$ cat src/rtl/deconv_sched_ctrl.sv
// Deconvolution scheduler: walks channels x input columns x kernel columns, 1-cycle export_done->loadip, stalls on wfifo_full/feature valid.
// Optional stall counter output o_stall_cnt when DECONV_SCHED_PERF_CNT_EN is defined.
module deconv_sched_ctrl #(
   parameter int WEIGHT_SIZE  = 5,
   parameter int FEATURE_SIZE = 8,
   parameter int BIT_WIDTH    = 8,
   parameter int CHNL_W       = 8
) (
   input  logic                              i_clk,
   input  logic                              i_rst,
   input  logic                              i_start,
   input  logic [CHNL_W-1:0]                 i_num_chnl,
   input  logic                              i_feat_valid,
   input  logic [BIT_WIDTH*FEATURE_SIZE-1:0] i_feat_col,
   output logic                              o_feat_ready,
   input  logic                              i_wfifo_full,
   input  logic                              i_col_export_done,
   input  logic                              i_dp_valid,
   output logic [BIT_WIDTH*FEATURE_SIZE-1:0] o_feature_map_col,
   output logic                              o_enable_loadip,
   output logic                              o_wfifo_rd_en,
   output logic                              o_wfifo_loop,
   output logic                              o_wfifo_flush,
   output logic                              o_busy,
   output logic                              o_done,
   output logic [$clog2(FEATURE_SIZE)-1:0]   o_col_idx,
   output logic [CHNL_W-1:0]                 o_chnl_idx
`ifdef DECONV_SCHED_PERF_CNT_EN
   ,
   output logic [31:0]                       o_stall_cnt
`endif
);

   localparam int CW = $clog2(FEATURE_SIZE);
   localparam int WW = (WEIGHT_SIZE > 1) ? $clog2(WEIGHT_SIZE) : 1;

   localparam logic [3:0] S_IDLE     = 4'd0;
   localparam logic [3:0] S_FETCH_IP = 4'd1;
   localparam logic [3:0] S_REQ_W    = 4'd2;
   localparam logic [3:0] S_WAIT_W   = 4'd3;
   localparam logic [3:0] S_FIRE     = 4'd4;
   localparam logic [3:0] S_WAIT_DP  = 4'd5;
   localparam logic [3:0] S_ADV      = 4'd6;
   localparam logic [3:0] S_FLUSH    = 4'd7;
   localparam logic [3:0] S_DONE     = 4'd8;

   logic [3:0]        state;
   logic [3:0]        nxt;
   logic [CHNL_W-1:0] num_lat;
   logic [WW-1:0]     w_col;
   logic              w_last;
   logic              c_last;
   logic              more_chnl;
   logic              feat_hs;

   assign o_feat_ready = (state == S_FETCH_IP) && i_wfifo_full;
   assign feat_hs      = o_feat_ready && i_feat_valid;
   assign w_last       = (w_col == WW'(WEIGHT_SIZE - 1));
   assign c_last       = (o_col_idx == CW'(FEATURE_SIZE - 1));
   assign more_chnl    = ({1'b0, o_chnl_idx} + (CHNL_W+1)'(1)) < {1'b0, num_lat};

   always_comb begin
      nxt = state;
      case (state)
         S_IDLE:     if (i_start) nxt = (i_num_chnl == '0) ? S_DONE : S_FETCH_IP;
         S_FETCH_IP: if (feat_hs) nxt = S_REQ_W;
         S_REQ_W:    nxt = S_WAIT_W;
         S_WAIT_W:   if (i_col_export_done) nxt = S_FIRE;
         S_FIRE:     nxt = S_WAIT_DP;
         S_WAIT_DP:  if (i_dp_valid) nxt = S_ADV;
         S_ADV:      nxt = !w_last ? S_REQ_W : (!c_last ? S_FETCH_IP : S_FLUSH);
         S_FLUSH:    nxt = more_chnl ? S_FETCH_IP : S_DONE;
         S_DONE:     nxt = S_IDLE;
         default:    nxt = S_IDLE;
      endcase
   end

   // Pulse outputs are registered from the next state so each is high exactly while its state is.
   always_ff @(posedge i_clk) begin
      if (i_rst) begin
         state             <= S_IDLE;
         num_lat           <= '0;
         w_col             <= '0;
         o_col_idx         <= '0;
         o_chnl_idx        <= '0;
         o_feature_map_col <= '0;
         o_enable_loadip   <= 1'b0;
         o_wfifo_rd_en     <= 1'b0;
         o_wfifo_loop      <= 1'b0;
         o_wfifo_flush     <= 1'b0;
         o_busy            <= 1'b0;
         o_done            <= 1'b0;
      end else begin
         state           <= nxt;
         o_wfifo_rd_en   <= (nxt == S_REQ_W);
         o_enable_loadip <= (nxt == S_FIRE);
         o_wfifo_loop    <= (state == S_ADV) && (nxt == S_FETCH_IP);
         o_wfifo_flush   <= (nxt == S_FLUSH);
         o_done          <= (nxt == S_DONE);
         o_busy          <= (nxt != S_IDLE);
         case (state)
            S_IDLE: if (i_start) begin
               num_lat    <= i_num_chnl;
               w_col      <= '0;
               o_col_idx  <= '0;
               o_chnl_idx <= '0;
            end
            S_FETCH_IP: if (feat_hs) begin
               o_feature_map_col <= i_feat_col;
               w_col             <= '0;
            end
            S_ADV: begin
               if (!w_last)      w_col     <= w_col + WW'(1);
               else if (!c_last) o_col_idx <= o_col_idx + CW'(1);
            end
            S_FLUSH: begin
               o_col_idx <= '0;
               if (more_chnl) o_chnl_idx <= o_chnl_idx + CHNL_W'(1);
            end
            default: ;
         endcase
      end
   end

`ifdef DECONV_SCHED_PERF_CNT_EN
   always_ff @(posedge i_clk) begin
      if (i_rst)
         o_stall_cnt <= '0;
      else if (state == S_IDLE && i_start)
         o_stall_cnt <= '0;
      else if (state == S_WAIT_W || state == S_WAIT_DP)
         o_stall_cnt <= o_stall_cnt + 32'd1;
   end
`endif

endmodule

$ cat config.mk
export PLATFORM = sky130hd
export DESIGN_NAME = deconv_sched_ctrl
export DESIGN_NICKNAME = d
export VERILOG_FILES = /design/src/rtl/deconv_sched_ctrl.sv
export SDC_FILE = /design/constraint.sdc
export NUM_CORES = 1
export LEC_CHECK = 0
export CAP_MARGIN = 20
export CORE_ASPECT_RATIO = 1.4
export CORE_MARGIN = 3
export CORE_UTILIZATION = 43
export CTS_CLUSTER_DIAMETER = 80
export DETAILED_ROUTE_END_ITERATION = 7
export PLACE_DENSITY = 0.8
export REMOVE_ABC_BUFFERS = 1
export SLEW_MARGIN = 20
export SYNTH_ARGS = -nofsm -noshare
export SYNTH_HDL_FRONTEND = slang
export SYNTH_SLANG_ARGS = --single-unit
$ cat constraint.sdc
create_clock -name i_clk -period 3.34 [get_ports i_clk]
set_clock_uncertainty 0.2 [all_clocks]
set_input_delay 0.835 -clock i_clk [delete_from_list [all_inputs] [get_ports i_clk]]
set_output_delay 0.835 -clock i_clk [all_outputs]
set_load 0.01 [all_outputs]
==> results of run 1 <==
==> critical path, delay by kind of cell, from the launching register on <==
kind / cells / cell delay, ns
AO/OA/AOI/OAI: 3 / 0.98
XOR/XNOR: 1 / 0.24
adder cells (fa/ha/maj): 2 / 0.50
flip-flops: 1 / 0.40
AND/OR/NAND/NOR: 4 / 0.66
==> flip-flops by register name, summed over array words and instances, names as in the netlist <==
register and flops:
o_busy 1, o_col_idx 3, o_enable_loadip 1, state 4, o_wfifo_loop 1, o_feature_map_col 64
o_done 1, o_wfifo_flush 1, o_wfifo_rd_en 1, w_col 3, o_chnl_idx 8, num_lat 8
==> power groups by stage <==
stage	combinational (mW)	sequential, mW	clock, mW
floorplan	0.105	1.23	0
finish	0.318	1.20	1.18
global route	0.348	1.20	1.25
global placement	0.312	1.22	0
CTS	0.319	1.20	1.20
detailed placement	0.317	1.22	0
==> layout make-up <==
class / instances / area (sq um) / share of cell area [%]
Sequential cell: 96 / 1920 / 32.0
Timing Repair Buffer: 165 / 1670 / 27.8
Clock inverter: 7 / 119 / 1.98
Clock buffer: 9 / 225 / 3.75
Inverter: 10 / 37.5 / 0.624
Tap cell: 107 / 134 / 2.23
Multi-Input combinational cell: 354 / 1900 / 31.6
==> routing by layer <==
layer	wire length, um	share of wire (%)	vias up	global-route usage [%]
met5	0	0	-	0
li1	-	-	1957	-
met2	5490	48	163	35.5
met3	1320	12	22	11.3
met1	4290	38	1783	25.2
met4	275	2.4	0	8.35
==> metrics by stage <==
stage,util (%),std cells,setup WS (ns)
floorplan,-,460,0.419
global placement,62.8,732,0.289
detailed placement,62.8,732,0.236
CTS,66.6,748,0.233
global route,66.6,748,0.00120
finish,66.6,748,0.256
==> path summary, 6_finish.rpt <==
kind	start	endpoint	slack, ns	depth (start not counted)
setup / recovery	o_chnl_idx[0]	o_wfifo_flush	0.26	10
hold / removal	o_feature_map_col[32]	o_feature_map_col[32]	0.25	2
setup reg to reg	o_chnl_idx[0]	o_wfifo_flush	0.26	10
hold reg to reg	o_feature_map_col[32]	o_feature_map_col[32]	0.25	2
==> cells in the final DEF (no fill, tap or decap), drive strengths merged, types with 3 or more instances in the layout <==
cell	count
and3	7
nand2	160
dfxtp	96
clkbuf	9
nor4	4
ha	12
nor3	3
bufinv	3
and2	4
nand2b	3
clkdlybuf4s50	159
a21oi	86
buf	6
nor2	9
o211ai	3
o21ai	9
inv	11
a41o	3
nand3	12
==> logic make-up (layout without fill, tap and decap cells) <==
logic type      Yosys count  count (layout)  share of synthesized area [%]
compound gates          121             121                           18.0
mux                       1               1                          0.251
flops                    96              96                           48.2
buf+inv                  39             191                           4.33
simple gates            216             216                           24.6
fa+ha+maj                12              12                           3.76
xor+xnor                  4               4                          0.878
==> run_results.csv, run 1 <==
group,metric,value,unit
timing,setup_viol,0,
layout,final_cell_area,6010,sq um
yosys,ys_warn_count,0,
yosys,postSynthCellCount,489,
yosys,synth_edf_count,0,
routing,post_drt_wl_per_cell,15.2,um
floorplan,die_area,10500,sq um
pwr,internal_power,2.09,mW
pwr,power_density,448,nW/um^2
global_route,grt_remaining_overflow,0,
yosys,seq_area_frac_synth,48.2,%
floorplan,die_x,87.4,um
routing,firstDrtPassIters,4,
critical_path,end_kind,"register",
place,dpl.hpwl,8.26,mm
yosys,postSynth.asyncResetShare,0,%
critical_path,crit_chain,"ha_1 -> nand3_1 -> nor2_1 -> xor2_1 -> ha_1 -> and3_4 -> a221oi_2 -> o21a_2 -> nand2_2 -> a2111oi_1",
floorplan,die_h,120,um
timing,relSlewSlack,71.6,%
yosys,synth-seq-cells,96,
timing,final_max_slew_viol_count,0,
yosys,synth.avg_cell_area,8.16,sq um
pwr,finalPower,2.69,mW
layout,area_delta_synth_final,50.6,%
timing,hold_viol_final,0,
layout,drive_above_1_share,5.77,%
clock_network,clkSlewWorstSetupHoldPaths,0.07,ns
pwr,switching_power,0.609,mW
yosys,yosysMostFrequentCell,"nand2_1",
pwr,swShare,22.6,%
timing,finalCritPeriodShare,92.3,%
global_route,grt_util_all_layers,22.3,%
clock_network,cts_buffer_depth,2,
layout,fill_cells,749,
place,port_buffers,160,
pwr,combPwrFrac,11.8,%
critical_path,cp.arrival,3.10,ns
routing,routed_wl,11.4,mm
critical_path,critPathMaxFanout,6,
run,cap_violations,0,
clock_network,holdBufCountCts,0,
clock_network,cts_tree,"done",
clock_network,clock_sinks,96,
clock_network,cts_max_level,3,
global_route,grt_max_degree,66,
clock_network,clk_latency,0.34,ns
floorplan,core,9030,sq um
timing,fmax,324,MHz
routing,ant_nets,0,
pwr,worst_ir_drop_vdd,0.333,mV
routing,drc,0,
timing,tightest_slew,0.416,ns
critical_path,max_stage_delay,0.43,ns
outcome,status,"finished clean",
pwr,clkPwrFrac,43.8,%
clock_network,ctsResizeCount,0,
yosys,synth.area.top_cells,"dfxtp_1 (48%), nand2_1 (15%), a21oi_1 (11%)",
clock_network,cts_root_buf,"clkbuf_16",
timing,period_needed,3.08,ns
floorplan,rows,41,
routing,via_per_inst,5.25,
floorplan,io_pins,161,
yosys,ys_types,56,
yosys,synth_top_area_share,48.2,%
clock_network,post-cts-setup-buffers,0,
critical_path,required,3.36,ns
pwr,seq_power_share,44.5,%
timing,rsz0062_at_grt,"no",
critical_path,critical_path_class,"reg2reg",
floorplan,start_util,44.2,%
clock_network,cts_buffers,9,
pwr,p_leak,2.17,nW
yosys,netlist_area,3990,sq um
yosys,synth_ff_type,"dfxtp_1",
yosys,yosys.area.top_type,"dfxtp_1",
yosys,yosys-top-cells-count,"nand2_1 (158), dfxtp_1 (96), a21oi_1 (86)",
timing,holdWs,0.252,ns
global_route,antenna_found_initial,0,
global_route,grt_pass1_vias,3907,
critical_path,slowest_stage,"a2111oi_1",
global_route,grt_pass1_wl,18.4,mm
place,placed_cell_area,5670,sq um
place,gp_congestion,0.947,
layout,nets,727,
worst_hold_path,min_path_type,"reg2reg",
layout,n_antenna_cell,0,
critical_path,cpMostUsedCell,"ha_1",
timing,finalSetupTns,0,ns
routing,vias,3925,
critical_path,critPathLaunchType,"register",
routing,drt_iter0_markers,154,
(Power assumes the default switching activity.)
==> inputs of run 2 (changes only) <==
CORE_UTILIZATION = 35   (was 43)
PLACE_DENSITY = 0.67   (was 0.8)
==> run_results.csv, run 2 (synthesized netlist as in run 1, its figures left out) <==
group,metric,value,unit
pwr,finalPower,2.66,mW
floorplan,die_h,132,um
place,gp_congestion,0.859,
timing,hold_viol_final,0,
critical_path,end_kind,"register",
layout,multi_input_area,1900,sq um
floorplan,rows,45,
worst_hold_path,min_from,"num_lat[0]",
timing,finalSetupTns,0,ns
timing,finalCritPeriodShare,95.2,%
routing,ant_nets,0,
clock_network,holdBufCountCts,0,
timing,setup_viol,0,
timing,rsz0062_at_grt,"no",
critical_path,critPathLaunchType,"register",
clock_network,clkSlewWorstSetupHoldPaths,0.07,ns
critical_path,max_stage_delay,0.43,ns
run,cap_violations,0,
critical_path,cp-startpoint,"o_chnl_idx[0]",
global_route,grt_util_all_layers,18.3,%
worst_hold_path,min_path_type,"reg2reg",
pwr,power_density,441,nW/um^2
global_route,grt_pass1_wl,18.2,mm
routing,drt_iter0_markers,109,
global_route,grt_pass1_vias,3754,
critical_path,critPathMaxFanout,6,
layout,nets,727,
timing,period_needed,3.18,ns
routing,drc,0,
clock_network,clk_latency,0.34,ns
floorplan,die_x,96.2,um
clock_network,cts_tree,"done",
global_route,antenna_found_initial,0,
critical_path,crit_chain,"ha_1 -> nand3_1 -> nor2_1 -> xor2_1 -> ha_1 -> and3_4 -> a221oi_2 -> o21a_2 -> nand2_2 -> a2111oi_1",
critical_path,required,3.36,ns
critical_path,critical_path_class,"reg2reg",
routing,firstDrtPassIters,4,
layout,mostFrequentLayoutCell,"clkdlybuf4s50_1",
place,dp_cells,766,
layout,n_antenna_cell,0,
clock_network,clock_sinks,96,
routing,routed_wl,11.7,mm
clock_network,cts_buffers,9,
clock_network,cts_max_level,3,
layout,drive_above_1_share,5.77,%
routing,vias,3922,
critical_path,slowest_stage,"a2111oi_1",
floorplan,core,11000,sq um
critical_path,critical_path_buf_inv_count,0,
clock_network,cts_root_buf,"clkbuf_16",
routing,via_per_inst,5.02,
layout,top_register,"o_feature_map_col",
floorplan,io_pins,161,
layout,reg_top3,"o_feature_map_col x64, num_lat x8, o_chnl_idx x8",
layout,area_delta_synth_final,51.3,%
place,port_buffers,160,
critical_path,path_delay_family,"compound AO/OA/AOI/OAI gates",
global_route,grt_max_degree,65,
timing,holdWs,0.249,ns
floorplan,die_area,12700,sq um
layout,final_cells,782,
timing,final_max_slew_viol_count,0,
floorplan,start_util,36.3,%
layout,fill_cells,1015,
place,dpl.hpwl,8.55,mm
timing,fmax,315,MHz
critical_path,cpMostUsedCell,"ha_1",
layout,largest_reg_flops,64,
layout,layout_common_cells,"clkdlybuf4s50_1 (159), nand2_1 (158), dfxtp_1 (96)",
clock_network,cts_buffer_depth,2,
timing,tightest_slew,0.609,ns
layout,regArea,1920,sq um
critical_path,rr_startpoint,"o_chnl_idx[0]",
critical_path,cp.arrival,3.20,ns
timing,relSlewSlack,59.4,%
outcome,status,"finished clean",
routing,post_drt_wl_per_cell,14.9,um
pwr,p_leak,2.16,nW
global_route,grt_remaining_overflow,0,
pwr,worst_ir_drop_vdd,0.258,mV
run 2: changes by cell type in the layout (fill, tap and decap cells not counted), sizes merged:
cell | previous run | this run
bufinv | 3 | 2
clkbuf | 9 | 11
clkinv | 2 | 1
run 2: through the flow:
step | cell area (sq um) | util, % | setup slack, ns
finish | 6040 | 55.0 | 0.161
global route | 6040 | 55.0 | 0.00231
CTS | 6040 | 55.0 | 0.197
detailed placement | 5700 | 51.9 | 0.213
global placement | 5700 | 51.9 | 0.289
floorplan | 3850 | - | 0.419
run 2: layer usage:
| metal | global-route usage, % | up-vias | share of wire [%] |
|---|---|---|---|
| met5 | 0 | - | 0 |
| met3 | 9.65 | 13 | 12 |
| li1 | - | 1956 | - |
| met2 | 29.9 | 145 | 48 |
| met1 | 19.7 | 1808 | 38 |
| met4 | 6.80 | 0 | 1.9 |
run 2: cell type report:
type / count / area share, %
Sequential cell: 96 / 31.8
Multi-Input combinational cell: 354 / 31.5
Inverter: 10 / 0.622
Clock inverter: 5 / 1.45
Timing Repair Buffer: 165 / 27.5
Tap cell: 141 / 2.92
Clock buffer: 11 / 4.19
run 2: worst reg2reg max path, stage by stage (launching register included):
cell       delay [ns]
dfxtp_1          0.42
ha_1             0.22
nand3_1          0.18
nor2_1           0.21
xor2_1           0.24
ha_1             0.29
and3_4           0.18
a221oi_2         0.33
o21a_2           0.25
nand2_2          0.12
a2111oi_1        0.43
run 2: where the power goes:
group,total [mW],switching (mW),internal (mW)
registers,1.20,0.0209,1.18
clock network,1.15,0.445,0.704
logic,0.315,0.143,0.172
total,2.66,0.609,2.05
run 2: path summary, 6_finish.rpt:
| path | end | slack [ns] | depth (start not counted) |
|---|---|---|---|
| setup / recovery | o_wfifo_flush | 0.16 | 10 |
| hold / removal | num_lat[0] | 0.25 | 2 |
| setup reg to reg | o_wfifo_flush | 0.16 | 10 |
| hold reg to reg | num_lat[0] | 0.25 | 2 |
run 2: what timing repair did:
action | CTS | global route
buffers inserted | 0 | 0
endpoints found under the setup margin | 0 | 1
resized for setup | 0 | 1
==> inputs of run 3 (changes only) <==
ABC_CLOCK_PERIOD_IN_PS = 3340   (was not set)
MAX_ROUTING_LAYER = met4   (was not set)
==> run_results.csv, run 3 (synthesized netlist as in run 1, its figures left out) <==
group,metric,value,unit
critical_path,max_stage_delay,0.54,ns
global_route,grt_pass1_wl,18.1,mm
worst_hold_path,min_path_type,"reg2reg",
routing,via_per_inst,5.03,
clock_network,cts_max_level,3,
layout,fill_cells,1015,
clock_network,clk_latency,0.34,ns
critical_path,cpMostUsedCell,"ha_1",
routing,vias,3937,
pwr,p_leak,2.16,nW
routing,drt_iter0_markers,85,
routing,drc,0,
floorplan,start_util,36.3,%
layout,top_register,"o_feature_map_col",
floorplan,die_h,132,um
timing,relSlewSlack,59.2,%
timing,rsz0062_at_grt,"no",
timing,hold_viol_final,0,
floorplan,rows,45,
critical_path,cp.arrival,3.24,ns
timing,finalWorstSetupSlack,0.155,ns
routing,routed_wl,11.7,mm
layout,reg_top3,"o_feature_map_col x64, num_lat x8, o_chnl_idx x8",
place,pre_cts_ws,0.213,ns
layout,largest_reg_flops,64,
timing,final_max_slew_viol_count,0,
floorplan,die_area,12700,sq um
layout,final_util,55.0,%
pwr,power_density,441,nW/um^2
critical_path,critPathLaunchType,"register",
outcome,status,"finished clean",
routing,ant_nets,0,
global_route,grt_max_degree,65,
floorplan,io_pins,161,
clock_network,cts_buffer_depth,2,
clock_network,cts_buffers,9,
timing,setup_viol,0,
clock_network,cts_root_buf,"clkbuf_16",
critical_path,crit_chain,"ha_1 -> nand3_1 -> nor2_1 -> xor2_1 -> ha_1 -> and3_4 -> a221oi_2 -> o21ai_2 -> or4_1 -> o221ai_1",
global_route,antenna_found_initial,0,
clock_network,clock_sinks,96,
layout,n_antenna_cell,0,
place,port_buffers,160,
layout,nets,727,
layout,drive_above_1_share,5.77,%
routing,firstDrtPassIters,6,
timing,period_needed,3.19,ns
clock_network,clkSlewWorstSetupHoldPaths,0.06,ns
clock_network,holdBufCountCts,0,
timing,finalSetupTns,0,ns
timing,tightest_slew,0.612,ns
clock_network,cts_tree,"done",
run,cap_violations,0,
global_route,grt_pass1_vias,3769,
place,gp_congestion,0.873,
critical_path,end_kind,"register",
timing,fmax,314,MHz
routing,post_drt_wl_per_cell,14.9,um
critical_path,required,3.39,ns
global_route,grt_util_all_layers,18.8,%
floorplan,core,11000,sq um
timing,finalCritPeriodShare,95.4,%
place,dpl.hpwl,8.55,mm
global_route,grt_remaining_overflow,0,
critical_path,critPathMaxFanout,10,
pwr,worst_ir_drop_vdd,0.260,mV
layout,layout_common_cells,"clkdlybuf4s50_1 (159), nand2_1 (158), dfxtp_1 (96)",
critical_path,critical_path_class,"reg2reg",
critical_path,slowest_stage,"or4_1",
layout,mostFrequentLayoutCell,"clkdlybuf4s50_1",
floorplan,die_x,96.2,um
layout,area_delta_synth_final,51.3,%
-- run 3: cell counts in the layout (fill, tap and decap cells not counted) --
No cell type changed its count.
-- run 3: worst paths after layout --
| path | startpoint | to | slack, ns | depth (start not counted) |
|---|---|---|---|---|
| setup / recovery | o_chnl_idx[0] | o_chnl_idx[3] | 0.15 | 10 |
| hold / removal | num_lat[0] | num_lat[0] | 0.25 | 2 |
| setup reg to reg | o_chnl_idx[0] | o_chnl_idx[3] | 0.15 | 10 |
| hold reg to reg | num_lat[0] | num_lat[0] | 0.25 | 2 |
-- run 3: worst max-delay path, delay by kind of cell (launching register included) --
family,cells,cell delay [ns]
AO/OA/AOI/OAI,3,0.61
AND/OR/NAND/NOR,4,1.11
XOR/XNOR,1,0.24
adder cells (fa/ha/maj),2,0.51
flip-flops,1,0.42
-- run 3: power breakdown --
| part | internal (mW) | switching (mW) | total, mW |
|---|---|---|---|
| logic | 0.172 | 0.143 | 0.315 |
| registers | 1.18 | 0.0207 | 1.20 |
| clock network | 0.704 | 0.448 | 1.15 |
-- run 3: routing by layer --
layer	GRT usage [%]	routed length, um
met3	7.20	1110
met4	6.80	222
met5	-	0
met1	21.1	4740
met2	30.0	5590
-- run 3: final cells by class --
class	count	area, sq um	area share (%)
Clock buffer	11	253	4.19
Clock inverter	5	87.6	1.45
Inverter	10	37.5	0.622
Multi-Input combinational cell	354	1900	31.5
Sequential cell	96	1920	31.8
Tap cell	141	176	2.92
Timing Repair Buffer	165	1660	27.5
-- run 3: stage by stage --
stage / instance area, sq um / power [mW] / hold slack [ns] / std cells
6_report: 6040 / 2.67 / 0.249 / 782
5_1_grt: 6040 / 2.77 / 0.272 / 782
4_1_cts: 6040 / 2.70 / 0.251 / 782
3_5_place_dp: 5700 / 1.54 / 0.243 / 766
3_3_place_gp: 5700 / 1.54 / 0.241 / 766
2_1_floorplan: 3850 / 1.34 / 0.226 / 460
-- run 3: repair_timing --
action,4_1_cts,5_1_grt
gates resized for setup,0,1
endpoints found under the setup margin,0,1
setup buffers,0,0
